<file path="src/rtl/mmp_iddmm_io.sv">
// Operand loader / result collector for the IDDMM Montgomery core.
// Streams m1/x/y/m words into the core's RAM write port, requests a task,
// buffers the N result words, then drains them as a backpressured stream.
module mmp_iddmm_io #(
  parameter int K      = 128,
  parameter int N      = 32,
  parameter int ADDR_W = $clog2(N)
) (
  input  logic              clk,
  input  logic              rst_n,
  input  logic              start,
  input  logic              start_load_m,
  input  logic              in_valid,
  output logic              in_ready,
  input  logic [K-1:0]      in_data,
  output logic [2:0]        wr_ena,
  output logic [ADDR_W-1:0] wr_addr,
  output logic [K-1:0]      wr_x,
  output logic [K-1:0]      wr_y,
  output logic [K-1:0]      wr_m,
  output logic [K-1:0]      wr_m1,
  output logic              task_req,
  input  logic              task_grant,
  input  logic [K-1:0]      task_res,
  input  logic              task_end,
  output logic              out_valid,
  input  logic              out_ready,
  output logic [K-1:0]      out_data,
  output logic              out_last,
  output logic              busy,
  output logic              done,
  output logic              err_cnt
);

  typedef enum logic [2:0] {
    S_IDLE, S_LD_M1, S_LD_X, S_LD_Y, S_LD_M, S_REQ, S_WAIT, S_DRAIN
  } state_t;

  // Pointers are one bit wider than an address so they can hold the value N.
  localparam int                CW        = ADDR_W + 1;
  localparam logic [ADDR_W-1:0] LAST_ADDR = ADDR_W'(N - 1);
  localparam logic [CW-1:0]     N_CNT     = CW'(N);
  localparam logic [CW-1:0]     LAST_CNT  = CW'(N - 1);

  state_t              state_q, state_d;
  logic                load_m_q, load_m_d;
  logic [ADDR_W-1:0]   cnt_q, cnt_d;
  logic [K-1:0]        m1_q, m1_d;
  logic [2:0]          wr_ena_q, wr_ena_d;
  logic [ADDR_W-1:0]   wr_addr_q, wr_addr_d;
  logic [K-1:0]        wr_data_q, wr_data_d;
  logic                task_req_q, task_req_d;
  logic [CW-1:0]       ptr_q, ptr_d;
  logic [CW-1:0]       rd_cnt_q, rd_cnt_d;
  logic                out_valid_q, out_valid_d;
  logic                out_last_q, out_last_d;
  logic                done_q, done_d;
  logic                err_q, err_d;

  logic                mem_we, mem_re;
  logic [ADDR_W-1:0]   mem_waddr, mem_raddr;
  logic [K-1:0]        buf_mem [N];
  logic [K-1:0]        rd_data_q;

  logic                in_hs, out_hs;

  assign in_ready = (state_q == S_LD_M1) || (state_q == S_LD_X) ||
                    (state_q == S_LD_Y)  || (state_q == S_LD_M);
  assign in_hs    = in_ready & in_valid;
  assign out_hs   = out_valid_q & out_ready;

  // Next-state, load datapath, result capture and drain control.
  always_comb begin
    state_d     = state_q;
    load_m_d    = load_m_q;
    cnt_d       = cnt_q;
    m1_d        = m1_q;
    wr_ena_d    = 3'b000;
    wr_addr_d   = wr_addr_q;
    wr_data_d   = wr_data_q;
    task_req_d  = 1'b0;
    ptr_d       = ptr_q;
    rd_cnt_d    = rd_cnt_q;
    out_valid_d = out_valid_q;
    out_last_d  = out_last_q;
    done_d      = 1'b0;
    err_d       = err_q;
    mem_we      = 1'b0;
    mem_re      = 1'b0;
    mem_waddr   = ptr_q[ADDR_W-1:0];
    mem_raddr   = rd_cnt_q[ADDR_W-1:0];

    case (state_q)
      S_IDLE: begin
        if (start) begin
          load_m_d = start_load_m;
          err_d    = 1'b0;
          cnt_d    = '0;
          ptr_d    = '0;
          rd_cnt_d = '0;
          state_d  = start_load_m ? S_LD_M1 : S_LD_X;
        end
      end
      S_LD_M1: begin
        if (in_hs) begin
          m1_d    = in_data;
          state_d = S_LD_X;
        end
      end
      S_LD_X, S_LD_Y, S_LD_M: begin
        if (in_hs) begin
          wr_data_d = in_data;
          wr_addr_d = cnt_q;
          case (state_q)
            S_LD_X:  wr_ena_d = 3'b001;
            S_LD_Y:  wr_ena_d = 3'b010;
            default: wr_ena_d = 3'b100;
          endcase
          if (cnt_q == LAST_ADDR) begin
            cnt_d = '0;
            case (state_q)
              S_LD_X:  state_d = S_LD_Y;
              S_LD_Y:  state_d = load_m_q ? S_LD_M : S_REQ;
              default: state_d = S_REQ;
            endcase
          end else begin
            cnt_d = cnt_q + ADDR_W'(1);
          end
        end
      end
      S_REQ: begin
        // Registered pulse lands one cycle after the final operand write.
        task_req_d = 1'b1;
        state_d    = S_WAIT;
      end
      S_WAIT: begin
        if (task_grant) begin
          if (ptr_q < N_CNT) begin
            mem_we = 1'b1;
            ptr_d  = ptr_q + CW'(1);
          end else begin
            err_d = 1'b1;
          end
        end
        if (task_end) begin
          state_d = S_DRAIN;
          if (ptr_d != N_CNT) err_d = 1'b1;
        end
      end
      S_DRAIN: begin
        // Fetch the next word whenever the output register is empty or moving.
        if (!out_valid_q || out_ready) begin
          if (rd_cnt_q < N_CNT) begin
            mem_re      = 1'b1;
            rd_cnt_d    = rd_cnt_q + CW'(1);
            out_valid_d = 1'b1;
            out_last_d  = (rd_cnt_q == LAST_CNT);
          end else begin
            out_valid_d = 1'b0;
            out_last_d  = 1'b0;
          end
        end
        if (out_hs && out_last_q) begin
          done_d  = 1'b1;
          state_d = S_IDLE;
        end
      end
      default: state_d = S_IDLE;
    endcase
  end

  // Control and datapath registers with asynchronous clear.
  always_ff @(posedge clk or negedge rst_n) begin
    if (!rst_n) begin
      state_q     <= S_IDLE;
      load_m_q    <= 1'b0;
      cnt_q       <= '0;
      m1_q        <= '0;
      wr_ena_q    <= 3'b000;
      wr_addr_q   <= '0;
      wr_data_q   <= '0;
      task_req_q  <= 1'b0;
      ptr_q       <= '0;
      rd_cnt_q    <= '0;
      out_valid_q <= 1'b0;
      out_last_q  <= 1'b0;
      done_q      <= 1'b0;
      err_q       <= 1'b0;
    end else begin
      state_q     <= state_d;
      load_m_q    <= load_m_d;
      cnt_q       <= cnt_d;
      m1_q        <= m1_d;
      wr_ena_q    <= wr_ena_d;
      wr_addr_q   <= wr_addr_d;
      wr_data_q   <= wr_data_d;
      task_req_q  <= task_req_d;
      ptr_q       <= ptr_d;
      rd_cnt_q    <= rd_cnt_d;
      out_valid_q <= out_valid_d;
      out_last_q  <= out_last_d;
      done_q      <= done_d;
      err_q       <= err_d;
    end
  end

  // Result buffer: block RAM with a registered, enable-gated read port.
  always_ff @(posedge clk) begin
    if (mem_we) buf_mem[mem_waddr] <= task_res;
    if (mem_re) rd_data_q <= buf_mem[mem_raddr];
  end

  assign wr_ena    = wr_ena_q;
  assign wr_addr   = wr_addr_q;
  assign wr_x      = wr_data_q;
  assign wr_y      = wr_data_q;
  assign wr_m      = wr_data_q;
  assign wr_m1     = m1_q;
  assign task_req  = task_req_q;
  assign out_valid = out_valid_q;
  assign out_last  = out_last_q;
  // RAM output has no reset; masking keeps out_data at zero whenever idle.
  assign out_data  = out_valid_q ? rd_data_q : '0;
  assign busy      = (state_q != S_IDLE);
  assign done      = done_q;
  assign err_cnt   = err_q;

endmodule

</file>
<file path="config.mk">
export PLATFORM = sky130hd
export DESIGN_NAME = mmp_iddmm_io
export DESIGN_NICKNAME = d
export VERILOG_FILES = /design/src/rtl/mmp_iddmm_io.sv
export SDC_FILE = /design/constraint.sdc
export NUM_CORES = 2
export LEC_CHECK = 0
export ABC_AREA = 1
export CELL_PAD_IN_SITES_DETAIL_PLACEMENT = 0
export CELL_PAD_IN_SITES_GLOBAL_PLACEMENT = 1
export CORE_MARGIN = 2
export CORE_UTILIZATION = 53
export CTS_BUF_LIST = sky130_fd_sc_hd__clkbuf_4 sky130_fd_sc_hd__clkbuf_8 sky130_fd_sc_hd__clkbuf_16
export CTS_CLUSTER_DIAMETER = 40
export DETAILED_ROUTE_END_ITERATION = 16
export PLACE_DENSITY_LB_ADDON = 0.15
export SYNTH_ARGS = -nofsm -noshare
export SYNTH_HDL_FRONTEND = slang
export SYNTH_SLANG_ARGS = --single-unit
</file>
<file path="constraint.sdc">
create_clock -name clk -period 18.08 [get_ports clk]
set_input_delay 1.808 -clock clk [delete_from_list [all_inputs] [get_ports clk]]
set_output_delay 1.808 -clock clk [all_outputs]
set_load 0.01 [all_outputs]
</file>
==> impl_metrics.xml <==
<?xml version="1.0" encoding="UTF-8"?>
<metrics>
  <group name="run_status">
    <metric name="run_status" unit="">finished clean</metric>
  </group>
  <group name="yosys">
    <metric name="synth.avg_cell_area" unit="sq um">12.49</metric>
    <metric name="synth_nets" unit="">14580</metric>
    <metric name="yosys.area.top_type_share" unit="%">71.00</metric>
    <metric name="ys_async_sr_fraction" unit="%">6.424</metric>
    <metric name="synth-main-ff-cell" unit="">edfxtp_1</metric>
    <metric name="synth.yosys.seq_area_share" unit="%">75.06</metric>
    <metric name="synth_enable_flop_cells" unit="">4224</metric>
    <metric name="synthCells" unit="">14300</metric>
    <metric name="synthDistinctLibCells" unit="">25</metric>
    <metric name="postSynthRegisterBits" unit="">4514</metric>
    <metric name="yosys.cell_count.top_type" unit="">edfxtp_1</metric>
    <metric name="synth.area.top_cells" unit="">edfxtp_1 71%, nor2_1 6.1%, o21ai_0 6.0%, dfrtp_1 4.1%, nand2_1 3.0%</metric>
    <metric name="synth_largest_area_cell" unit="">edfxtp_1</metric>
    <metric name="syn_area" unit="sq mm">0.1787</metric>
    <metric name="synth.cells.most_frequent" unit="">4224 x edfxtp_1, 2924 x nor2_1, 2146 x o21ai_0</metric>
    <metric name="synth_warnings" unit="">0</metric>
  </group>
  <group name="sta">
    <metric name="fin_setup_tns" unit="ns">0</metric>
    <metric name="finalWorstPathRequiredPeriod" unit="ns">5.557</metric>
    <metric name="post-route-period-util" unit="%">30.74</metric>
    <metric name="worst-slew-pin-transition" unit="ns">1.421</metric>
    <metric name="timing.slew.headroom" unit="%">4.977</metric>
    <metric name="setup_viol" unit="">0</metric>
    <metric name="fin_skew" unit="ns">0.03909</metric>
    <metric name="finalHoldViolCount" unit="">0</metric>
    <metric name="setup_repair_after_global_routing_missed_its_margin" unit="">false</metric>
    <metric name="maxClockFrequency" unit="MHz">180.0</metric>
    <metric name="drv_slew" unit="">0</metric>
  </group>
  <group name="final_layout">
    <metric name="fin_nets" unit="">15130</metric>
    <metric name="final_cell_count_no_fill" unit="">19830</metric>
    <metric name="finish.instance_area" unit="sq mm">0.2092</metric>
    <metric name="syn_to_final_growth" unit="%">17.10</metric>
    <metric name="drive_gt1_share" unit="%">8.233</metric>
  </group>
  <group name="global_route">
    <metric name="track_usage" unit="%">31.21</metric>
    <metric name="antenna_found_initial" unit="">13</metric>
    <metric name="gr-total-overflow" unit="">0</metric>
    <metric name="grt_first_pass_wirelength" unit="mm">783.6</metric>
    <metric name="first_global_vias" unit="">113500</metric>
    <metric name="largest_net_degree_at_the_start_of_global_routing" unit="">257</metric>
  </group>
  <group name="worst_setup_path">
    <metric name="capture_point_of_the_worst_path" unit="">rd_data_q[119]</metric>
    <metric name="critPathMaxStageDelay" unit="ns">1.00</metric>
    <metric name="worst_ep_required_time" unit="ns">18.98</metric>
    <metric name="worst_setup_path_startpoint" unit="">rd_cnt_q[0]</metric>
    <metric name="critical_path.startpoint_type" unit="">flip-flop</metric>
    <metric name="cp_cell_sequence" unit="">inv_8 &gt; buf_4 &gt; buf_4 &gt; buf_4 &gt; o21ai_0 &gt; o211ai_1 &gt; nand2_1 &gt; nor2_1 &gt; nor2_1 &gt; nor2_1</metric>
    <metric name="critPathMaxFanout" unit="">161</metric>
    <metric name="critical_path.endpoint_type" unit="">flip-flop</metric>
    <metric name="timing.reg2reg.setup_slack" unit="ns">12.52</metric>
    <metric name="ff2ff_path_depth" unit="">10</metric>
    <metric name="worst_path_max_delay_cell" unit="">buf_4</metric>
    <metric name="timing.rr.start" unit="">rd_cnt_q[0]</metric>
    <metric name="critical_path.reg2reg.endpoint" unit="">rd_data_q[119]</metric>
    <metric name="critical_path_arrival" unit="ns">6.46</metric>
    <metric name="path_class" unit="">reg -&gt; reg</metric>
  </group>
  <group name="clock_network">
    <metric name="tritoncts_clock_tree" unit="">built</metric>
    <metric name="insertion_delay" unit="ns">1.05</metric>
    <metric name="h_tree_levels" unit="">6</metric>
    <metric name="cts_root_buffer" unit="">clkbuf_16</metric>
    <metric name="cts_made_buffers" unit="">563</metric>
    <metric name="cts_sinks" unit="">4514</metric>
    <metric name="cts_resized" unit="">0</metric>
    <metric name="cts_setup_buffers" unit="">0</metric>
    <metric name="cts-root-to-sink-buffers" unit="">4</metric>
    <metric name="postCtsHoldBufs" unit="">0</metric>
    <metric name="path_clk_slew" unit="ns">0.06</metric>
  </group>
  <group name="flow_run">
    <metric name="max-cap-violations" unit="">0</metric>
  </group>
  <group name="die">
    <metric name="boundary_pins" unit="">919</metric>
    <metric name="die_area" unit="sq mm">0.3418</metric>
    <metric name="placementRows" unit="">213</metric>
    <metric name="initial_core_util" unit="%">53.16</metric>
    <metric name="die_h" unit="um">584.6</metric>
    <metric name="floorplan.die.width" unit="um">584.6</metric>
    <metric name="floorplan.core_area" unit="sq mm">0.3361</metric>
  </group>
  <group name="route">
    <metric name="detail_route.wirelength" unit="mm">545.0</metric>
    <metric name="wire_per_inst" unit="um">27.49</metric>
    <metric name="avgViaCountPerCell" unit="">5.983</metric>
    <metric name="detail_route.first_pass.iterations" unit="">6</metric>
    <metric name="drt_iter0_drc" unit="">14450</metric>
    <metric name="drt.antenna.violating_nets" unit="">0</metric>
    <metric name="detail_route.drc_violations" unit="">0</metric>
    <metric name="num_vias" unit="">118600</metric>
  </group>
  <group name="power_and_ir_drop">
    <metric name="power_leakage" unit="nW">72.71</metric>
    <metric name="power_switching" unit="W">0.004668</metric>
    <metric name="power.ir.vdd_worst" unit="uV">104.0</metric>
    <metric name="power_density" unit="mW/mm^2">110.3</metric>
    <metric name="power.share.clock" unit="%">49.4</metric>
    <metric name="p_seq_share" unit="%">49.5</metric>
    <metric name="switching_share" unit="%">20.23</metric>
    <metric name="power.combinational.fraction" unit="%">1.1</metric>
    <metric name="power.internal" unit="W">0.01841</metric>
    <metric name="power_total" unit="W">0.02307</metric>
  </group>
  <group name="place">
    <metric name="dpl_cell_area" unit="sq mm">0.1900</metric>
    <metric name="detailed_place_hpwl" unit="mm">290.7</metric>
    <metric name="place_congestion" unit="">0.8762</metric>
    <metric name="numPortBuffers" unit="">918</metric>
    <metric name="numPlacedInstances" unit="">18810</metric>
  </group>
  <group name="hold_path">
    <metric name="min_path_cells" unit="">2</metric>
    <metric name="worstHoldPathType" unit="">reg -&gt; reg</metric>
  </group>
</metrics>
-- worst max-delay path, delay by kind of cell, from the launching register on --
family                 cells  cell delay, ns
AO/OA/AOI/OAI              2            0.35
buffers and inverters      4            3.59
flip-flops                 1            0.76
AND/OR/NAND/NOR            4            0.46
-- cells in the final DEF (no fill, tap or decap), drive strengths merged --
cell	n
o21ai	2361
nand2	1444
clkinvlp	48
ha	7
a21oi	79
clkinv	189
clkdlybuf4s50	910
a21boi	1
edfxtp	4224
inv	514
buf	259
xor2	2
o211ai	281
nor2	2924
bufinv	62
dfrtp	290
o22ai	595
clkbuf	654
nand4	2
diode	8
nor3	11
nand3	447
-- flip-flops by register name, summed over array words and instances (netlist names) --
register,count
buf_mem,4096
cnt_q,5
done,1
err_cnt,1
load_m_q,1
out_last,1
out_valid,1
ptr_q,6
rd_cnt_q,6
rd_data_q,128
state_q,3
task_req,1
wr_addr,5
wr_ena,3
wr_m,128
wr_m1,128
-- through the flow --
| step | util (%) | hold slack (ns) | setup slack, ns |
|---|---|---|---|
| finish | 62.25 | 0.4808 | 12.52 |
| global route | 62.25 | 0.5017 | 12.15 |
| CTS | 62.25 | 0.4813 | 12.42 |
| detailed placement | 56.54 | 0.4703 | 11.62 |
| global placement | 56.54 | 0.4651 | 11.63 |
| floorplan | - | 0.4478 | 9.858 |
-- power by group through the flow --
stage / Sequential [W] / Combinational, W / Clock, W
finish: 0.0114 / 0.000264 / 0.0114
global route: 0.0114 / 0.000280 / 0.0119
CTS: 0.0114 / 0.000262 / 0.0115
detailed placement: 0.0116 / 0.000261 / 0
global placement: 0.0116 / 0.000253 / 0
floorplan: 0.0116 / 0.00000829 / 0
-- layout make-up --
class	instances	area, sq um
inverter	457	1768
clock inverter	356	4124
sequential	4514	134100
clock buffer	654	15050
tap	4515	5649
timing repair buffer	1169	11360
antenna	8	20.02
fill	25510	126900
multi-input combinational	8154	37120
-- how the worst min path moves through the flow --
stage | from | to
after floorplan | load_m_q | load_m_q
after global placement | wr_m1[66] | wr_m1[66]
after detailed placement | load_m_q | load_m_q
after CTS | load_m_q | load_m_q
after global routing | wr_m1[113] | wr_m1[113]
final | load_m_q | load_m_q
-- per-layer routing --
layer	global-route usage, %	routed length (um)	up-vias
met5	0.01401	46	-
met4	12.61	22240	8
met3	4.554	47910	939
met2	49.19	254500	6088
met1	43.98	220400	59510
li1	-	-	52080
-- cell families after synthesis --
logic type      count (synthesis)  share of synthesized area [%]
fa+ha+maj                       7                        0.04902
compound gates               3317                          10.11
simple gates                 4828                          10.47
buf+inv                      1636                          4.308
flops                        4514                          75.06
xor+xnor                        2                       0.009806
No activity file was read; power rests on OpenSTA's default activity.
